File: src/rtl/fetch_unit.sv
// ---------------------------------------------------------------------------
// fetch_unit
//
// Instruction-fetch requester. Owns the PC and each cycle drives the
// instruction memory's address, kill and stall inputs. The next PC is chosen
// from these sources, highest priority first:
//   - an EX-stage taken branch
//   - an ID-stage RET, which pops the return-address stack (RAS)
//   - an ID-stage jump or call; a call pushes fetched_pc+1
//   - a hazard stall
//   - the sequential pc+1
// The block also tracks which PC currently sits in the memory's output
// register, and whether that instruction is real or was killed.
//
// Ports
//   clk            rising-edge clock
//   reset          synchronous, active-high reset
//   stall_in       hazard unit: hold PC and IR
//   branch_valid   EX: taken branch, redirect now (honoured even when stalled)
//   branch_target  EX branch target
//   jump_valid     ID: J or CALL, redirect to jump_target
//   jump_target    ID jump/call target
//   call           qualifies jump_valid; push return address
//   ret_valid      ID: RET, redirect to RAS top
//   imem_address   word address to instruction memory (= pc register)
//   imem_kill      memory loads a NOP at this edge
//   imem_stall     memory holds its instruction at this edge
//   fetched_pc     PC of the instruction now in the memory output register
//   fetch_valid    memory output is a real (non-killed) instruction
//   ras_overflow   sticky: push while the RAS is full
//   ras_underflow  sticky: pop while the RAS is empty
// ---------------------------------------------------------------------------
module fetch_unit #(
  parameter logic [15:0] RESET_PC  = 16'h0000,
  parameter int          RAS_DEPTH = 4
) (
  input  logic        clk,
  input  logic        reset,
  input  logic        stall_in,
  input  logic        branch_valid,
  input  logic [15:0] branch_target,
  input  logic        jump_valid,
  input  logic [15:0] jump_target,
  input  logic        call,
  input  logic        ret_valid,
  output logic [15:0] imem_address,
  output logic        imem_kill,
  output logic        imem_stall,
  output logic [15:0] fetched_pc,
  output logic        fetch_valid,
  output logic        ras_overflow,
  output logic        ras_underflow
);

  localparam int PW = $clog2(RAS_DEPTH);      // RAS pointer width
  localparam int CW = $clog2(RAS_DEPTH + 1);  // RAS occupancy width (0..DEPTH)

  logic [15:0]   pc_reg, pc_next;
  logic [15:0]   fetched_pc_reg;
  logic          fetch_valid_reg;
  logic [PW-1:0] ras_ptr_reg, ras_ptr_next;
  logic [CW-1:0] ras_count_reg, ras_count_next;
  logic          ras_overflow_reg, ras_underflow_reg;

  logic          take_branch, take_ret, take_jump, do_push, redirect;
  logic          ras_empty, ras_full;
  logic [PW-1:0] push_ptr;
  logic [15:0]   push_value;
  logic [15:0]   ras_top;
  logic [15:0]   ras_word [RAS_DEPTH];

  // ID-stage requests are only honoured when neither stalled nor overridden
  // by an EX branch. RET beats CALL when both are (illegally) presented.
  assign take_branch = branch_valid;
  assign take_ret    = !branch_valid && ret_valid && !stall_in;
  assign take_jump   = !branch_valid && !ret_valid && jump_valid && !stall_in;
  assign do_push     = take_jump && call;
  assign redirect    = take_branch || take_ret || take_jump;

  assign ras_empty  = (ras_count_reg == '0);
  assign ras_full   = (ras_count_reg == CW'(RAS_DEPTH));
  // The pointer wraps naturally because RAS_DEPTH is a power of two; a push
  // into a full stack therefore overwrites the oldest entry.
  assign push_ptr   = ras_ptr_reg + PW'(1);
  assign push_value = fetched_pc_reg + 16'd1;
  assign ras_top    = ras_word[ras_ptr_reg];

  // One register per RAS entry; contents need no reset because occupancy
  // count decides what is valid.
  genvar gi;
  generate
    for (gi = 0; gi < RAS_DEPTH; gi++) begin : g_ras
      logic [15:0] entry_reg;
      always_ff @(posedge clk) begin
        if (!reset && do_push && (push_ptr == PW'(gi))) begin
          entry_reg <= push_value;
        end
      end
      assign ras_word[gi] = entry_reg;
    end
  endgenerate

  always_comb begin
    pc_next        = pc_reg + 16'd1;
    ras_ptr_next   = ras_ptr_reg;
    ras_count_next = ras_count_reg;
    if (take_branch) begin
      pc_next = branch_target;
    end else if (take_ret) begin
      if (ras_empty) begin
        pc_next = RESET_PC;
      end else begin
        pc_next        = ras_top;
        ras_ptr_next   = ras_ptr_reg - PW'(1);
        ras_count_next = ras_count_reg - CW'(1);
      end
    end else if (take_jump) begin
      pc_next = jump_target;
      if (call) begin
        ras_ptr_next = push_ptr;
        if (!ras_full) begin
          ras_count_next = ras_count_reg + CW'(1);
        end
      end
    end else if (stall_in) begin
      pc_next = pc_reg;
    end
  end

  // Kill NOPs the wrong-path instruction the memory latches at this edge.
  assign imem_kill  = reset || redirect;
  assign imem_stall = stall_in && !redirect && !reset;

  always_ff @(posedge clk) begin
    if (reset) begin
      pc_reg            <= RESET_PC;
      fetched_pc_reg    <= RESET_PC;
      fetch_valid_reg   <= 1'b0;
      ras_ptr_reg       <= '0;
      ras_count_reg     <= '0;
      ras_overflow_reg  <= 1'b0;
      ras_underflow_reg <= 1'b0;
    end else begin
      pc_reg        <= pc_next;
      ras_ptr_reg   <= ras_ptr_next;
      ras_count_reg <= ras_count_next;
      if (do_push && ras_full) begin
        ras_overflow_reg <= 1'b1;
      end
      if (take_ret && ras_empty) begin
        ras_underflow_reg <= 1'b1;
      end
      // Mirror the memory's output register: it captures the current pc
      // unless the memory is being told to hold.
      if (!imem_stall) begin
        fetched_pc_reg  <= pc_reg;
        fetch_valid_reg <= !imem_kill;
      end
    end
  end

  assign imem_address  = pc_reg;
  assign fetched_pc    = fetched_pc_reg;
  assign fetch_valid   = fetch_valid_reg;
  assign ras_overflow  = ras_overflow_reg;
  assign ras_underflow = ras_underflow_reg;

endmodule

File: config.mk
export PLATFORM = sky130hd
export DESIGN_NAME = fetch_unit
export DESIGN_NICKNAME = d
export VERILOG_FILES = /design/src/rtl/fetch_unit.sv
export SDC_FILE = /design/constraint.sdc
export NUM_CORES = 1
export LEC_CHECK = 0
export CORE_ASPECT_RATIO = 0.75
export CORE_MARGIN = 2
export CORE_UTILIZATION = 54
export DETAILED_ROUTE_END_ITERATION = 10
export PLACE_DENSITY_LB_ADDON = 0.2
export SYNTH_ARGS = -nofsm -noshare
export SYNTH_HDL_FRONTEND = slang
export SYNTH_SLANG_ARGS = --single-unit
File: constraint.sdc
create_clock -name clk -period 2.6 [get_ports clk]
set_input_delay 0.39 -clock clk [delete_from_list [all_inputs] [get_ports clk]]
set_output_delay 0.39 -clock clk [all_outputs]
set_load 0.01 [all_outputs]
==> results of run 1 <==
[worst reg2reg max path, delay by kind of cell, from the launching register on]
family | cells | cell delay (ns)
flops | 1 | 0.46
xor+xnor | 1 | 0.34
fa+ha+maj | 1 | 0.25
simple gates | 3 | 0.81
[area by class of cell]
cell class,instances,area [sq um],area share
Tap cell,128,160,0.0248
Clock inverter,5,61.3,0.00949
Inverter,19,71.3,0.0110
Clock buffer,11,243,0.0376
Sequential cell,104,2720,0.421
Multi-Input combinational cell,277,2130,0.330
Timing Repair Buffer,109,1070,0.165
[through the flow]
| step | hold slack [ns] | setup WS, ns |
|---|---|---|
| after floorplan | 0.467 | 0.552 |
| after global placement | 0.455 | 0.231 |
| after detailed placement | 0.470 | 0.143 |
| after CTS | 0.488 | 0.203 |
| after global routing | 0.507 | 0.0735 |
| final | 0.490 | 0.168 |
[power by group through the flow]
stage	registers, uW	clock network (uW)	logic, uW
after floorplan	1880	0	193
after global placement	1880	0	427
after detailed placement	1880	0	433
after CTS	1840	1400	438
after global routing	1850	1460	477
final	1850	1380	444
[path summary, 6_finish.rpt]
kind | from | end | slack (ns) | cells past startpoint
max reg2reg | fetched_pc[1] | g_ras[0].entry_reg[14] | 0.53 | 5
min reg2reg | ras_underflow | ras_underflow | 0.49 | 2
max | branch_valid | imem_kill | 0.17 | 6
min | ras_underflow | ras_underflow | 0.49 | 2
[routing by layer]
layer	global-route usage	up-vias
met5	0	-
met3	0.0692	35
met2	0.442	282
met1	0.452	1980
li1	-	1843
met4	0.0854	0
[cells by family (layout without fill, tap and decap cells)]
| kind of cell | after synthesis | after routing | synth area share |
|---|---|---|---|
| AND/OR/NAND/NOR | 116 | 116 | 0.129 |
| AO/OA/AOI/OAI | 116 | 116 | 0.166 |
| adder cells (fa/ha/maj) | 7 | 7 | 0.0189 |
| multiplexers | 19 | 19 | 0.0777 |
| flip-flops | 104 | 104 | 0.542 |
| buffers and inverters | 40 | 144 | 0.0334 |
| XOR/XNOR | 19 | 19 | 0.0331 |
[layout by cell type (no fill, tap or decap), types with 5 or more instances in the layout]
| cell type | synthesis | final |
|---|---|---|
| sky130_fd_sc_hd__a211oi_1 | 5 | 5 |
| sky130_fd_sc_hd__a21oi_1 | 19 | 19 |
| sky130_fd_sc_hd__a22o_1 | 16 | 16 |
| sky130_fd_sc_hd__and3_1 | 5 | 5 |
| sky130_fd_sc_hd__buf_12 | 0 | 5 |
| sky130_fd_sc_hd__buf_4 | 1 | 29 |
| sky130_fd_sc_hd__clkbuf_16 | 0 | 9 |
| sky130_fd_sc_hd__clkdlybuf4s50_1 | 0 | 75 |
| sky130_fd_sc_hd__dfxtp_1 | 40 | 40 |
| sky130_fd_sc_hd__edfxtp_1 | 64 | 64 |
| sky130_fd_sc_hd__ha_1 | 6 | 6 |
| sky130_fd_sc_hd__inv_1 | 15 | 15 |
| sky130_fd_sc_hd__mux4_2 | 16 | 16 |
| sky130_fd_sc_hd__nand2_1 | 29 | 29 |
| sky130_fd_sc_hd__nand2b_1 | 7 | 7 |
| sky130_fd_sc_hd__nand3_1 | 13 | 13 |
| sky130_fd_sc_hd__nand4_1 | 6 | 6 |
| sky130_fd_sc_hd__nor2_1 | 14 | 14 |
| sky130_fd_sc_hd__nor2b_1 | 6 | 6 |
| sky130_fd_sc_hd__nor3_1 | 10 | 10 |
| sky130_fd_sc_hd__o21ai_0 | 19 | 19 |
| sky130_fd_sc_hd__o31ai_1 | 5 | 5 |
| sky130_fd_sc_hd__or3_1 | 6 | 6 |
| sky130_fd_sc_hd__xnor2_1 | 13 | 13 |
| sky130_fd_sc_hd__xor2_1 | 6 | 6 |
==> metrics.txt, run 1 <==
# TYPE chip_impl_metric gauge
chip_impl_metric{name="max-clock-path-buffers",unit=""} 2
chip_impl_metric{name="final_hold_viol_count",unit=""} 0
chip_impl_metric{name="peak_ir_drop_on_the_vdd_network",unit="V"} 0.000566
chip_impl_metric{name="synthesis.yosys.warnings",unit=""} 0
chip_impl_metric{name="placed_cell_count",unit=""} 637
chip_impl_metric{name="tightest_slew",unit="ns"} 0.510
chip_impl_metric{name="period_share",unit=""} 0.935
chip_impl_metric{name="clock_tree.htree_level_count",unit=""} 3
chip_impl_metric{name="number_of_primary_i_o_pins",unit=""} 76
chip_impl_metric{name="placement.io_buffers",unit=""} 75
chip_impl_metric{name="total_power",unit="uW"} 3670
chip_impl_metric{name="nets",unit=""} 566
chip_impl_metric{name="timing.final.crit_period",unit="ns"} 2.43
chip_impl_metric{name="detailed_place.area",unit="sq um"} 6160
chip_impl_metric{name="worst_clock_skew",unit="ns"} 0.00807
chip_impl_metric{name="route.met3.wl",unit="mm"} 1.68
chip_impl_metric{name="final_max_slew_viol_count",unit=""} 0
chip_impl_metric{name="drt_iter0_markers",unit=""} 596
chip_impl_info{name="synth.top_cells.by_count",value="64 x sky130_fd_sc_hd__edfxtp_1, 40 x sky130_fd_sc_hd__dfxtp_1, 29 x sky130_fd_sc_hd__nand2_1"} 1
chip_impl_info{name="tritoncts",value="done"} 1
chip_impl_metric{name="max_slew_margin",unit=""} 0.657
chip_impl_info{name="status",value="finished clean"} 1
chip_impl_metric{name="antenna-diode-count",unit=""} 0
chip_impl_metric{name="synth_nets",unit=""} 467
chip_impl_metric{name="fp.coreArea",unit="sq um"} 9050
chip_impl_info{name="cp-start-kind",value="primary input"} 1
chip_impl_metric{name="number_of_optimization_iterations_in_the_first_detailed_route_pass",unit=""} 6
chip_impl_metric{name="post_drt_via_cell_ratio",unit=""} 6.34
chip_impl_info{name="rsz0062_at_grt",value="no"} 1
chip_impl_metric{name="syn-cell-area",unit="sq um"} 5020
chip_impl_metric{name="route.layer.met1.wl",unit="mm"} 6.14
chip_impl_metric{name="layout-area-overhead-vs-synth",unit="%"} 28.6
chip_impl_info{name="crit_type",value="in -> out"} 1
chip_impl_metric{name="fraction_of_layout_instances_using_a_drive_strength_above_1",unit=""} 0.135
chip_impl_metric{name="p_per_area",unit="nW/um^2"} 569
chip_impl_metric{name="cts_post_setup_buffers_inserted",unit=""} 0
chip_impl_info{name="timing.hold.worst.class",value="reg -> reg"} 1
chip_impl_metric{name="detail_route.drc_violations",unit=""} 0
chip_impl_metric{name="dp_hpwl",unit="mm"} 10.2
chip_impl_metric{name="synth.lib_cells_used.distinct",unit=""} 64
chip_impl_metric{name="cts_hold_buf",unit=""} 0
chip_impl_info{name="critical_path.slowest_cell",value="sky130_fd_sc_hd__clkdlybuf4s50_1"} 1
chip_impl_metric{name="initial_utilization",unit=""} 0.555
chip_impl_info{name="commonest_register_cell_after_synthesis",value="sky130_fd_sc_hd__edfxtp_1"} 1
chip_impl_metric{name="layout.cells.non_filler",unit=""} 653
chip_impl_metric{name="synthesis.area_per_instance",unit="sq um"} 11.9
chip_impl_metric{name="route.vias.total",unit=""} 4140
chip_impl_metric{name="fmax",unit="MHz"} 411
chip_impl_info{name="cp_common_cell",value="sky130_fd_sc_hd__clkdlybuf4s50_1"} 1
chip_impl_metric{name="number_of_enable_flip_flop_cells_after_synthesis",unit=""} 64
chip_impl_metric{name="max_capacitance_violation_count",unit=""} 0
chip_impl_metric{name="synth_seq_area_share",unit=""} 0.542
chip_impl_metric{name="wl_per_cell",unit="microns"} 22.0
chip_impl_metric{name="core.rowCount",unit=""} 30
chip_impl_metric{name="fillers",unit=""} 624
chip_impl_info{name="worst_path_dominant_cell_family",value="buffers and inverters"} 1
chip_impl_metric{name="asyncSetResetFlopFracSynth",unit=""} 0
chip_impl_metric{name="power.share.sequential",unit=""} 0.503
chip_impl_metric{name="wl_met2",unit="mm"} 6.25
chip_impl_metric{name="total_negative_setup_slacks",unit="ns"} 0
chip_impl_info{name="synth_largest_area_cell",value="sky130_fd_sc_hd__edfxtp_1"} 1
chip_impl_metric{name="cellInternalPower",unit="uW"} 2790
chip_impl_metric{name="total_leakage_power",unit="uW"} 0.00221
chip_impl_info{name="highest-signal-layer",value="met4"} 1
chip_impl_metric{name="worstPathArrival",unit="ns"} 2.04
chip_impl_metric{name="pin_count_of_the_biggest_net_entering_global_routing",unit=""} 29
chip_impl_metric{name="die-width",unit="microns"} 115
chip_impl_metric{name="gp_routability_congestion",unit=""} 0.950
chip_impl_metric{name="gr-total-overflow",unit=""} 0
chip_impl_metric{name="clk_transition_reported_paths",unit="ns"} 0.06
chip_impl_metric{name="timing.critical_path.slowest_cell_delay",unit="ns"} 0.53
chip_impl_metric{name="grt_pass1_vias",unit=""} 3972
chip_impl_info{name="clockRootBuffer",value="sky130_fd_sc_hd__clkbuf_16"} 1
chip_impl_metric{name="synth_cells",unit=""} 421
chip_impl_info{name="most_common_cell_in_the_synthesized_netlist",value="sky130_fd_sc_hd__edfxtp_1"} 1
chip_impl_metric{name="route.final.wire_length",unit="mm"} 14.3
chip_impl_info{name="synthTopCellsByArea",value="sky130_fd_sc_hd__edfxtp_1 38%, sky130_fd_sc_hd__dfxtp_1 16%, sky130_fd_sc_hd__mux4_2 7.2%"} 1
chip_impl_info{name="crit_path_cell_trace",value="clkdlybuf4s50_1, buf_12, nor2_1, o21ai_0, nand2_1, clkdlybuf4s50_1"} 1
chip_impl_metric{name="clock-sinks",unit=""} 104
chip_impl_metric{name="final-setup-viol-count",unit=""} 0
chip_impl_metric{name="power_frac_clock",unit=""} 0.376
chip_impl_metric{name="largest_register_ff_count",unit=""} 64
chip_impl_metric{name="clock_buffers_created_by_tritoncts",unit=""} 9
chip_impl_metric{name="postSynthRegisterBits",unit=""} 104
chip_impl_metric{name="global_route_wire_length_before_repair",unit="mm"} 22.2
chip_impl_metric{name="grt_antenna_before_repair",unit=""} 0
chip_impl_info{name="critical_path.endpoint_type",value="output pin"} 1
chip_impl_metric{name="cp_num_buf_inv",unit=""} 3
chip_impl_metric{name="critical_path_peak_fanout",unit=""} 19
chip_impl_metric{name="die_h",unit="microns"} 87.5
chip_impl_metric{name="post_cts.resized_instances",unit=""} 0
chip_impl_metric{name="share_comb_of_total_power",unit=""} 0.121
chip_impl_metric{name="critPathRequiredTime",unit="ns"} 2.21
chip_impl_metric{name="final_util",unit=""} 0.714
chip_impl_metric{name="insertion_delay",unit="ns"} 0.35
chip_impl_metric{name="grtUsageTotal",unit=""} 0.301
chip_impl_metric{name="p_switching",unit="uW"} 882
chip_impl_metric{name="final_cell_area",unit="sq um"} 6460
chip_impl_metric{name="die_area",unit="sq um"} 10100
chip_impl_metric{name="netSwitchingFraction",unit=""} 0.240
chip_impl_metric{name="drtAntennaViolNets",unit=""} 0
chip_impl_metric{name="synthDominantCellAreaShare",unit=""} 0.383
Note: power is estimated with default switching activity, not from simulation.
==> run 2, diff against run 1 <==
- CAP_MARGIN: not set -> 20
- CORE_ASPECT_RATIO: 0.75 -> 1.1
==> run 2 against run 1 <==
  * First-iteration DRC count down 56%
  * Critical path depth unchanged
  * Combinational power down 3%
  * Setup slack better by 0.070 ns
  * Cell count decreased by 2.5%
  * Hold slack got worse by 0.0047 ns
  * Total power is 11% lower
==> metrics.txt, run 2 (synthesis results as in run 1) <==
# TYPE chip_impl_metric gauge
chip_impl_metric{name="finalWorstSetupSlack",unit="ns"} 0.238
chip_impl_metric{name="seqCellArea",unit="sq um"} 2720
chip_impl_metric{name="dp_hpwl",unit="mm"} 10.0
chip_impl_metric{name="number_of_optimization_iterations_in_the_first_detailed_route_pass",unit=""} 5
chip_impl_metric{name="fillers",unit=""} 644
chip_impl_metric{name="timing.critical_path.slowest_cell_delay",unit="ns"} 0.53
chip_impl_metric{name="clock_tree.htree_level_count",unit=""} 3
chip_impl_metric{name="clock_buffers_created_by_tritoncts",unit=""} 9
chip_impl_metric{name="drt_iter0_markers",unit=""} 260
chip_impl_info{name="clockRootBuffer",value="sky130_fd_sc_hd__clkbuf_8"} 1
chip_impl_metric{name="fmax",unit="MHz"} 423
chip_impl_metric{name="detail_route.drc_violations",unit=""} 0
chip_impl_info{name="critical_path.endpoint_type",value="output pin"} 1
chip_impl_metric{name="cts_post_setup_buffers_inserted",unit=""} 0
chip_impl_info{name="rsz0062_at_grt",value="no"} 1
chip_impl_metric{name="max-clock-path-buffers",unit=""} 2
chip_impl_metric{name="worstPathArrival",unit="ns"} 1.97
chip_impl_metric{name="antenna-diode-count",unit=""} 0
chip_impl_metric{name="number_of_primary_i_o_pins",unit=""} 76
chip_impl_metric{name="fp.coreArea",unit="sq um"} 8960
chip_impl_info{name="crit_type",value="in -> out"} 1
chip_impl_metric{name="max_slew_margin",unit=""} 0.588
chip_impl_info{name="cp-start-kind",value="primary input"} 1
chip_impl_metric{name="grt_antenna_before_repair",unit=""} 0
chip_impl_metric{name="wl_per_cell",unit="microns"} 21.6
chip_impl_metric{name="max_capacitance_violation_count",unit=""} 0
chip_impl_metric{name="drtAntennaViolNets",unit=""} 0
chip_impl_metric{name="route.vias.total",unit=""} 4042
chip_impl_metric{name="largest_register_ff_count",unit=""} 64
chip_impl_info{name="timing.hold.worst.class",value="reg -> reg"} 1
chip_impl_info{name="reg2reg_to",value="imem_address[14]"} 1
chip_impl_metric{name="die-width",unit="microns"} 96.0
chip_impl_metric{name="tightest_slew",unit="ns"} 0.613
chip_impl_metric{name="gr-total-overflow",unit=""} 0
chip_impl_metric{name="p_per_area",unit="nW/um^2"} 522
chip_impl_metric{name="placement.io_buffers",unit=""} 75
chip_impl_metric{name="layout-area-overhead-vs-synth",unit="%"} 24.9
chip_impl_metric{name="global_route_wire_length_before_repair",unit="mm"} 21.5
chip_impl_metric{name="nets",unit=""} 564
chip_impl_info{name="hold_end",value="ras_underflow"} 1
chip_impl_metric{name="cts_hold_buf",unit=""} 0
chip_impl_metric{name="clk_transition_reported_paths",unit="ns"} 0.11
chip_impl_metric{name="timing.final.crit_period",unit="ns"} 2.36
chip_impl_metric{name="cp_num_buf_inv",unit=""} 3
chip_impl_metric{name="r2r_slack",unit="ns"} 0.62
chip_impl_metric{name="period_share",unit=""} 0.908
chip_impl_info{name="layout_common_cells",value="75 x sky130_fd_sc_hd__clkdlybuf4s50_1, 64 x sky130_fd_sc_hd__edfxtp_1, 40 x sky130_fd_sc_hd__dfxtp_1, 30 x sky130_fd_sc_hd__buf_4, 29 x sky130_fd_sc_hd__nand2_1"} 1
chip_impl_metric{name="route.final.wire_length",unit="mm"} 13.8
chip_impl_metric{name="worst_clock_skew",unit="ns"} 0.0235
chip_impl_metric{name="die_h",unit="microns"} 105
chip_impl_metric{name="clock-sinks",unit=""} 104
chip_impl_metric{name="grtUsageTotal",unit=""} 0.287
chip_impl_info{name="status",value="finished clean"} 1
chip_impl_info{name="tritoncts",value="done"} 1
chip_impl_metric{name="post_drt_via_cell_ratio",unit=""} 6.35
chip_impl_metric{name="insertion_delay",unit="ns"} 0.37
chip_impl_metric{name="grt_pass1_vias",unit=""} 3938
chip_impl_metric{name="peak_ir_drop_on_the_vdd_network",unit="V"} 0.000409
chip_impl_metric{name="total_leakage_power",unit="uW"} 0.00213
chip_impl_metric{name="r2r.worst_path.cells",unit=""} 4
chip_impl_metric{name="final_hold_viol_count",unit=""} 0
chip_impl_info{name="cp_common_cell",value="sky130_fd_sc_hd__clkdlybuf4s50_1"} 1
chip_impl_metric{name="min_delay_path_depth",unit=""} 2
chip_impl_metric{name="critical_path_peak_fanout",unit=""} 20
chip_impl_metric{name="initial_utilization",unit=""} 0.560
chip_impl_metric{name="core.rowCount",unit=""} 36
chip_impl_info{name="worst_path_dominant_cell_family",value="buffers and inverters"} 1
chip_impl_metric{name="placement.setup.worst_slack",unit="ns"} 0.214
chip_impl_metric{name="gp_routability_congestion",unit=""} 0.952
chip_impl_info{name="min_from",value="ras_underflow"} 1
chip_impl_metric{name="multi_input_area",unit="sq um"} 2130
chip_impl_metric{name="total_negative_setup_slacks",unit="ns"} 0
chip_impl_metric{name="pin_count_of_the_biggest_net_entering_global_routing",unit=""} 29
chip_impl_metric{name="fraction_of_layout_instances_using_a_drive_strength_above_1",unit=""} 0.132
chip_impl_metric{name="post_cts.resized_instances",unit=""} 0
chip_impl_metric{name="die_area",unit="sq um"} 10100
chip_impl_metric{name="final_max_slew_viol_count",unit=""} 0
chip_impl_info{name="critical_path.slowest_cell",value="sky130_fd_sc_hd__clkdlybuf4s50_1"} 1
chip_impl_metric{name="critPathRequiredTime",unit="ns"} 2.21
chip_impl_info{name="mostFrequentLayoutCell",value="sky130_fd_sc_hd__clkdlybuf4s50_1"} 1
chip_impl_info{name="worst_r2r_start",value="imem_address[4]"} 1
chip_impl_info{name="crit_path_cell_trace",value="clkdlybuf4s50_1, buf_12, nor2_1, o21ai_0, nand2_1, clkdlybuf4s50_1"} 1
chip_impl_metric{name="final-setup-viol-count",unit=""} 0
## run 2: changes by cell type in the layout (fill, tap and decap cells not counted), sizes merged
| cell | previous run | this run |
|---|---|---|
| inv | 19 | 16 |
| buf | 34 | 32 |
| clkinv | 4 | 6 |
| clkinvlp | 0 | 2 |
| clkbuf | 11 | 10 |
## run 2: worst min-delay path, stage by stage (launching register included)
cell	delay [ns]
sky130_fd_sc_hd__dfxtp_1	0.35
sky130_fd_sc_hd__a21oi_1	0.04
sky130_fd_sc_hd__nor2_1	0.07
## run 2: through the flow
step	hold WS [ns]	util	cells	power [uW]	area, sq um
finish	0.485	0.700	637	3270	6270
global route	0.525	0.700	637	3380	6270
CTS	0.490	0.700	637	3270	6270
detailed placement	0.465	0.679	621	2300	6090
global placement	0.453	0.679	621	2300	6090
floorplan	0.467	-	421	2070	5020
## run 2: metal layers
metal,global-route usage,wire length [microns],share of wire
met3,0.0418,1190,0.087
met5,0,0,0
met4,0.119,433,0.031
met2,0.447,6490,0.47
met1,0.400,5680,0.41
## run 2: area by class of cell
type                    instances  area share
clock inverters                 6     0.00957
repair buffers                107       0.162
clock buffers                  10      0.0203
multi-input cells             277       0.340
inverters                      19      0.0114
well taps                     114      0.0227
flip-flops and latches        104       0.434
## run 2: power by group
group	internal, uW	switching (uW)	total [uW]
Combinational	222	207	429
Clock	441	557	999
Sequential	1780	64.4	1850
## run 2: worst max-delay path by stage
stage,start,end,cells after the start
2_1_floorplan,stall_in,g_ras[0].entry_reg[0],4
3_3_place_gp,branch_valid,imem_address[7],7
3_5_place_dp,branch_valid,ras_count_reg[2],7
4_1_cts,branch_valid,imem_kill,6
5_1_grt,branch_valid,imem_kill,6
6_report,branch_valid,imem_kill,6
